**config.mk**
```make
export PLATFORM = sky130hd
export DESIGN_NAME = controle_tentativas
export DESIGN_NICKNAME = d
export VERILOG_FILES = /design/src/rtl/controle_tentativas_pkg.sv /design/src/rtl/controle_tentativas_temporizador.sv /design/src/rtl/controle_tentativas.sv
export SDC_FILE = /design/constraint.sdc
export NUM_CORES = 1
export LEC_CHECK = 0
export CAP_MARGIN = 10
export CELL_PAD_IN_SITES_DETAIL_PLACEMENT = 1
export CELL_PAD_IN_SITES_GLOBAL_PLACEMENT = 2
export CORE_ASPECT_RATIO = 1.2
export CORE_MARGIN = 1
export CORE_UTILIZATION = 32
export DETAILED_ROUTE_END_ITERATION = 7
export GPL_TIMING_DRIVEN = 1
export PLACE_DENSITY = 0.79
export RECOVER_POWER = 100
export SETUP_SLACK_MARGIN = 0.3
export SLEW_MARGIN = 15
export SYNTH_ARGS = -nofsm -noshare
export SYNTH_HDL_FRONTEND = slang
export SYNTH_HIERARCHICAL = 1
export SYNTH_SLANG_ARGS = --single-unit
```
**constraint.sdc**
```tcl
create_clock -name clk -period 3.45 [get_ports clk]
set_clock_uncertainty 0.2 [all_clocks]
set_input_delay 0.69 -clock clk [delete_from_list [all_inputs] [get_ports clk]]
set_output_delay 0.69 -clock clk [all_outputs]
set_load 0.01 [all_outputs]
```
**src/rtl/controle_tentativas_pkg.sv**
```systemverilog
// rtl/controle_tentativas_pkg.sv - shared state encodings and key constants for the attempt controller
package controle_tentativas_pkg;

   typedef enum logic [1:0] {
      OCIOSO   = 2'd0,
      ESPERA   = 2'd1,
      LIBERADO = 2'd2,
      BLOQUEIO = 2'd3
   } estado_t;

   localparam logic [3:0] TECLA_CANCELA    = 4'b1111;
   localparam logic [3:0] TECLA_MAX_DIGITO = 4'd9;

   function automatic int max_int(input int a, input int b);
      return (a > b) ? a : b;
   endfunction

endpackage

```
**src/rtl/controle_tentativas_temporizador.sv**
```systemverilog
// rtl/controle_tentativas_temporizador.sv - loadable down counter shared by the timed states
module temporizador #(
   parameter int W = 6
) (
   input  logic         clk,
   input  logic         reset,
   input  logic         carga,
   input  logic [W-1:0] valor,
   output logic         expirou,
   output logic [W-1:0] restante
);

   logic [W-1:0] cnt_q;
   logic [W-1:0] cnt_d;

   always_comb begin
      cnt_d = cnt_q;
      if (carga) begin
         cnt_d = valor;
      end else if (cnt_q != '0) begin
         cnt_d = cnt_q - 1'b1;
      end
   end

   always_ff @(posedge clk or negedge reset) begin
      if (!reset) begin
         cnt_q <= '0;
      end else begin
         cnt_q <= cnt_d;
      end
   end

   // Last cycle of a loaded interval, so a load of N covers exactly N cycles.
   assign expirou  = (cnt_q == W'(1));
   assign restante = cnt_q;

endmodule

```
**src/rtl/controle_tentativas.sv**
```systemverilog
// rtl/controle_tentativas.sv - forwards key digits to the lock machine, counts failures, enforces lockout
module controle_tentativas
   import controle_tentativas_pkg::*;
#(
   parameter  int DIGITOS         = 4,
   parameter  int MAX_TENTATIVAS  = 3,
   parameter  int ESPERA_MAX      = 8,
   parameter  int ABERTO_CICLOS   = 20,
   parameter  int BLOQUEIO_CICLOS = 50,
   localparam int TENT_W          = $clog2(MAX_TENTATIVAS + 1)
) (
   input  logic              clk,
   input  logic              reset,
   input  logic              tecla_valida,
   input  logic [4:1]        tecla,
   input  logic              led_maquina,
   output logic              insere,
   output logic [4:1]        numero,
   output logic              aberto,
   output logic              bloqueado,
   output logic              aceito,
   output logic              erro,
   output logic [TENT_W-1:0] tentativas
);

   localparam int TMR_W = $clog2(max_int(max_int(ESPERA_MAX + 1, ABERTO_CICLOS), BLOQUEIO_CICLOS) + 1);
   localparam int DIG_W = $clog2(DIGITOS + 1);

   estado_t             estado_q, estado_d;
   logic [DIG_W-1:0]    dig_q, dig_d;
   logic [TENT_W-1:0]   tent_q, tent_d, tent_nova;
   logic                insere_q, insere_d;
   logic [3:0]          numero_q, numero_d;
   logic                aceito_q, aceito_d;
   logic                erro_q, erro_d;
   logic                carga;
   logic [TMR_W-1:0]    valor;
   logic                tmr_expirou;
   logic [TMR_W-1:0]    tmr_restante;

   temporizador #(.W(TMR_W)) u_temporizador (
      .clk      (clk),
      .reset    (reset),
      .carga    (carga),
      .valor    (valor),
      .expirou  (tmr_expirou),
      .restante (tmr_restante)
   );

   always_comb begin
      estado_d  = estado_q;
      dig_d     = dig_q;
      tent_d    = tent_q;
      insere_d  = 1'b0;
      numero_d  = numero_q;
      aceito_d  = 1'b0;
      erro_d    = 1'b0;
      carga     = 1'b0;
      valor     = '0;
      tent_nova = (tent_q == TENT_W'(MAX_TENTATIVAS)) ? tent_q : tent_q + 1'b1;
      unique case (estado_q)
         OCIOSO: begin
            if (tecla_valida) begin
               if (tecla <= TECLA_MAX_DIGITO) begin
                  insere_d = 1'b1;
                  numero_d = tecla;
                  if (dig_q == DIG_W'(DIGITOS - 1)) begin
                     dig_d    = '0;
                     estado_d = ESPERA;
                     carga    = 1'b1;
                     // One extra cycle: the machine is still receiving the last digit.
                     valor    = TMR_W'(ESPERA_MAX + 1);
                  end else begin
                     dig_d = dig_q + 1'b1;
                  end
               end else if (tecla == TECLA_CANCELA) begin
                  dig_d = '0;
               end
            end
         end
         ESPERA: begin
            if (tmr_restante <= TMR_W'(ESPERA_MAX)) begin
               if (led_maquina) begin
                  aceito_d = 1'b1;
                  tent_d   = '0;
                  estado_d = LIBERADO;
                  carga    = 1'b1;
                  valor    = TMR_W'(ABERTO_CICLOS);
               end else if (tmr_expirou) begin
                  erro_d = 1'b1;
                  tent_d = tent_nova;
                  if (tent_nova == TENT_W'(MAX_TENTATIVAS)) begin
                     estado_d = BLOQUEIO;
                     carga    = 1'b1;
                     valor    = TMR_W'(BLOQUEIO_CICLOS);
                  end else begin
                     estado_d = OCIOSO;
                  end
               end
            end
         end
         LIBERADO: begin
            if (tmr_expirou) begin
               estado_d = OCIOSO;
            end
         end
         BLOQUEIO: begin
            if (tmr_expirou) begin
               tent_d   = '0;
               estado_d = OCIOSO;
            end
         end
         default: estado_d = OCIOSO;
      endcase
   end

   always_ff @(posedge clk or negedge reset) begin
      if (!reset) begin
         estado_q <= OCIOSO;
         dig_q    <= '0;
         tent_q   <= '0;
         insere_q <= 1'b0;
         numero_q <= '0;
         aceito_q <= 1'b0;
         erro_q   <= 1'b0;
      end else begin
         estado_q <= estado_d;
         dig_q    <= dig_d;
         tent_q   <= tent_d;
         insere_q <= insere_d;
         numero_q <= numero_d;
         aceito_q <= aceito_d;
         erro_q   <= erro_d;
      end
   end

   assign insere     = insere_q;
   assign numero     = numero_q;
   assign aceito     = aceito_q;
   assign erro       = erro_q;
   assign tentativas = tent_q;
   assign aberto     = (estado_q == LIBERADO);
   assign bloqueado  = (estado_q == BLOQUEIO);

endmodule

```
==> impl_metrics.yaml <==
drt:
  wl_um: 2520
  num_vias: 897
  drc: 0
  vias_per_cell: 5.22
  wire_per_inst_um: 14.6
  first_pass_iters: 3
  postRouteAntennaNets: 0
  drt_iter0_drc: 15
timing:
  worstMarginPinSlew_ns: 0.888
  rsz0062_at_grt: "no"
  setup_ws_ns: 0.535
  fin_crit_sh: 0.845
  period_needed_ns: 2.92
  hold_viol: 0
  finalSetupTns_ns: 0
  slew_headroom: 0.406
  setup_viol: 0
  drv_slew: 0
  max_freq_mhz: 343
power_and_ir_drop:
  power.leakage_uw: 0.000601
  power_density_nw_per_um2: 769
  ir_drop_v: 0.000314
  design_power_total_uw: 1040
yosys:
  ys_warn_count: 6
  postSynthCellCount: 115
  netlist-cell-type-count: 41
  synth_top_area_frac: 0.452
  mappedNetlistArea_um2: 1110
  syn-num-nets: 126
  yosys-top-cells-area: "dfrtp_1, nand2_1, nor2_1"
  synth_top_family_by_area: "simple AND/OR/NAND/NOR gates"
  synth_area_leader_cell: "dfrtp_1"
  synth_compound_area_frac: 0.191
  synth-simple-area-share: 0.227
  synthFlopType: "dfrtp_1"
  synth_mux_area_frac: 0.0407
  synthAdderAreaFrac: 0.0339
  synth_xor_area_frac: 0.00791
  async_reset_ff_frac: 1.00
  ys_seq_elements: 20
  synth_seq_area_share: 0.452
  synth.avg_cell_area_um2: 9.63
  synth_edf_count: 0
status:
  status: "complete, no violations"
clock_tree:
  cts-htree-levels: 1
  cts_tree: "done"
  clk_latency_ns: 0.25
  cts_resized: 0
  clk_pin_slew_worst_paths_ns: 0.07
  cts_hold_buf: 0
  cts-root-buf: "clkbuf_8"
  post_cts_buffers: 0
  cts_made_buffers: 3
  clock-sinks: 20
  clockBufferDepth: 2
grt:
  gr-total-overflow: 0
  grt_usage: 0.155
  grt_pass1_vias: 920
  antenna_found_initial: 0
  grt_start_max_net_pins: 21
  grt_pass1_wl_um: 4410
final_layout:
  drive_above_1_share: 0.0741
  antenna_cells: 0
  final_cell_mix: "dfrtp_1, dlygate4sd3_1, nor2_1, nand2_1, inv_1"
  nNetsFinal: 148
  area_growth_syn_to_layout_pct: 21.7
  mostFrequentLayoutCell: "dfrtp_1"
run:
  max-cap-violations: 0
setup_path:
  cp.required_ns: 3.39
  arrival_ns: 2.85
  cp-end-kind: "register"
  crit_path_max_incr_delay_ns: 0.52
  worst_setup_path_start_kind: "register"
  slowest_stage: "nor2_1"
  setup.worst_path.class: "reg -> reg"
  path_max_fanout: 11
  crit_chain: "or3_1, nor3b_1, clkbuf_1, a21oi_1, nor2_1, a32oi_1, nor2_1, inv_1, nor2_1, a31oi_1"
  cp_common_cell: "nor2_1"
floorplan:
  ios: 19
  die_h_um: 66.4
  die-area_um2: 3700
  die_width_um: 55.7
  row_count: 23
  core_area_um2: 3310
  initial_core_util: 0.335
placed_design:
  portBuffers: 18
  preCtsSetupSlack_ns: 0.637
  gp_congestion: 0.776
  hpwlAfterDp_um: 1960
min_path:
  worstHoldPathType: "reg -> reg"
==> per-stage QoR <==
| stage | hold WS, ns | cell area [µm²] | util | instances |
|---|---|---|---|---|
| detailed placement | 0.279 | 1330 | 0.401 | 169 |
| global placement | 0.273 | 1330 | 0.401 | 169 |
| floorplan | 0.194 | 1110 | - | 115 |
| global route | 0.319 | 1350 | 0.407 | 172 |
| finish | 0.293 | 1350 | 0.407 | 172 |
| CTS | 0.296 | 1370 | 0.413 | 172 |
==> flip-flops by register name, indices dropped and copies added (netlist names) <==
| register | cells |
|---|---|
| aceito | 1 |
| dig_q | 3 |
| erro | 1 |
| estado_q | 2 |
| insere | 1 |
| numero | 4 |
| tentativas | 2 |
| u_temporizador/restante | 6 |
==> report_power, final <==
part	leakage, µW	internal [µW]	switching (µW)
Combinational	0.000325	219	248
Sequential	0.000254	323	95.8
Clock	0.0000216	77.6	72.9
==> layout make-up <==
cell class	instances	area, µm²
fill	384	1960
multi-input combinational	83	538
sequential	20	500
timing repair buffer	19	184
tap	37	46.3
clock buffer	3	41.3
inverter	10	37.5
==> synthesized netlist by cell type (2+ instances only) <==
cell type   n
mux2_2      2
nand2_1    12
and3_1      2
nor3_1      3
mux2_1      2
dfrtp_1    20
o211ai_1    2
nand2b_1    2
o21ai_0     5
o31ai_1     3
a21oi_1     4
nor2b_1     4
inv_1       9
o21a_1      4
ha_1        3
nor3b_1     2
nor2_1     12
==> worst paths after layout <==
kind                                                             start                                endpoint  slack [ns]  depth (start not counted)
worst max-delay path            u_temporizador/restante[3]$_DFFE_PN0P_  u_temporizador/restante[4]$_DFFE_PN0P_        0.54                         10
worst min register to register                    dig_q[2]$_DFFE_PN0P_                    dig_q[2]$_DFFE_PN0P_        0.29                          1
worst max register to register  u_temporizador/restante[3]$_DFFE_PN0P_  u_temporizador/restante[4]$_DFFE_PN0P_        0.54                         10
worst min-delay path                              dig_q[2]$_DFFE_PN0P_                    dig_q[2]$_DFFE_PN0P_        0.29                          1
max in group asynchronous                                        reset                   numero[1]$_DFFE_PN0P_        1.70                          1
min in group asynchronous                                        reset                    dig_q[2]$_DFFE_PN0P_        0.80                          1
==> cells by family (layout without fill, tap and decap cells) <==
group	count (synthesis)	after routing
fa+ha+maj	3	3
simple gates	46	46
mux	4	4
flops	20	20
buf+inv	12	32
xor+xnor	1	1
compound gates	29	29
==> per-layer routing <==
| metal | vias up | share of wire | GRT usage |
|---|---|---|---|
| met4 | 0 | 0.0091 | 0.0656 |
| met2 | 14 | 0.51 | 0.280 |
| met1 | 433 | 0.45 | 0.182 |
| met5 | - | 0 | 0 |
| li1 | 448 | - | - |
| met3 | 2 | 0.027 | 0.0254 |
==> critical path, delay by kind of cell (launching register included) <==
family | cells | cell delay, ns
and+or+nand+nor | 5 | 1.48
buffers and inverters | 2 | 0.36
AOI/OAI and AO/OA | 3 | 0.29
DFF | 1 | 0.46
Note: power is estimated with default switching activity, not from simulation.
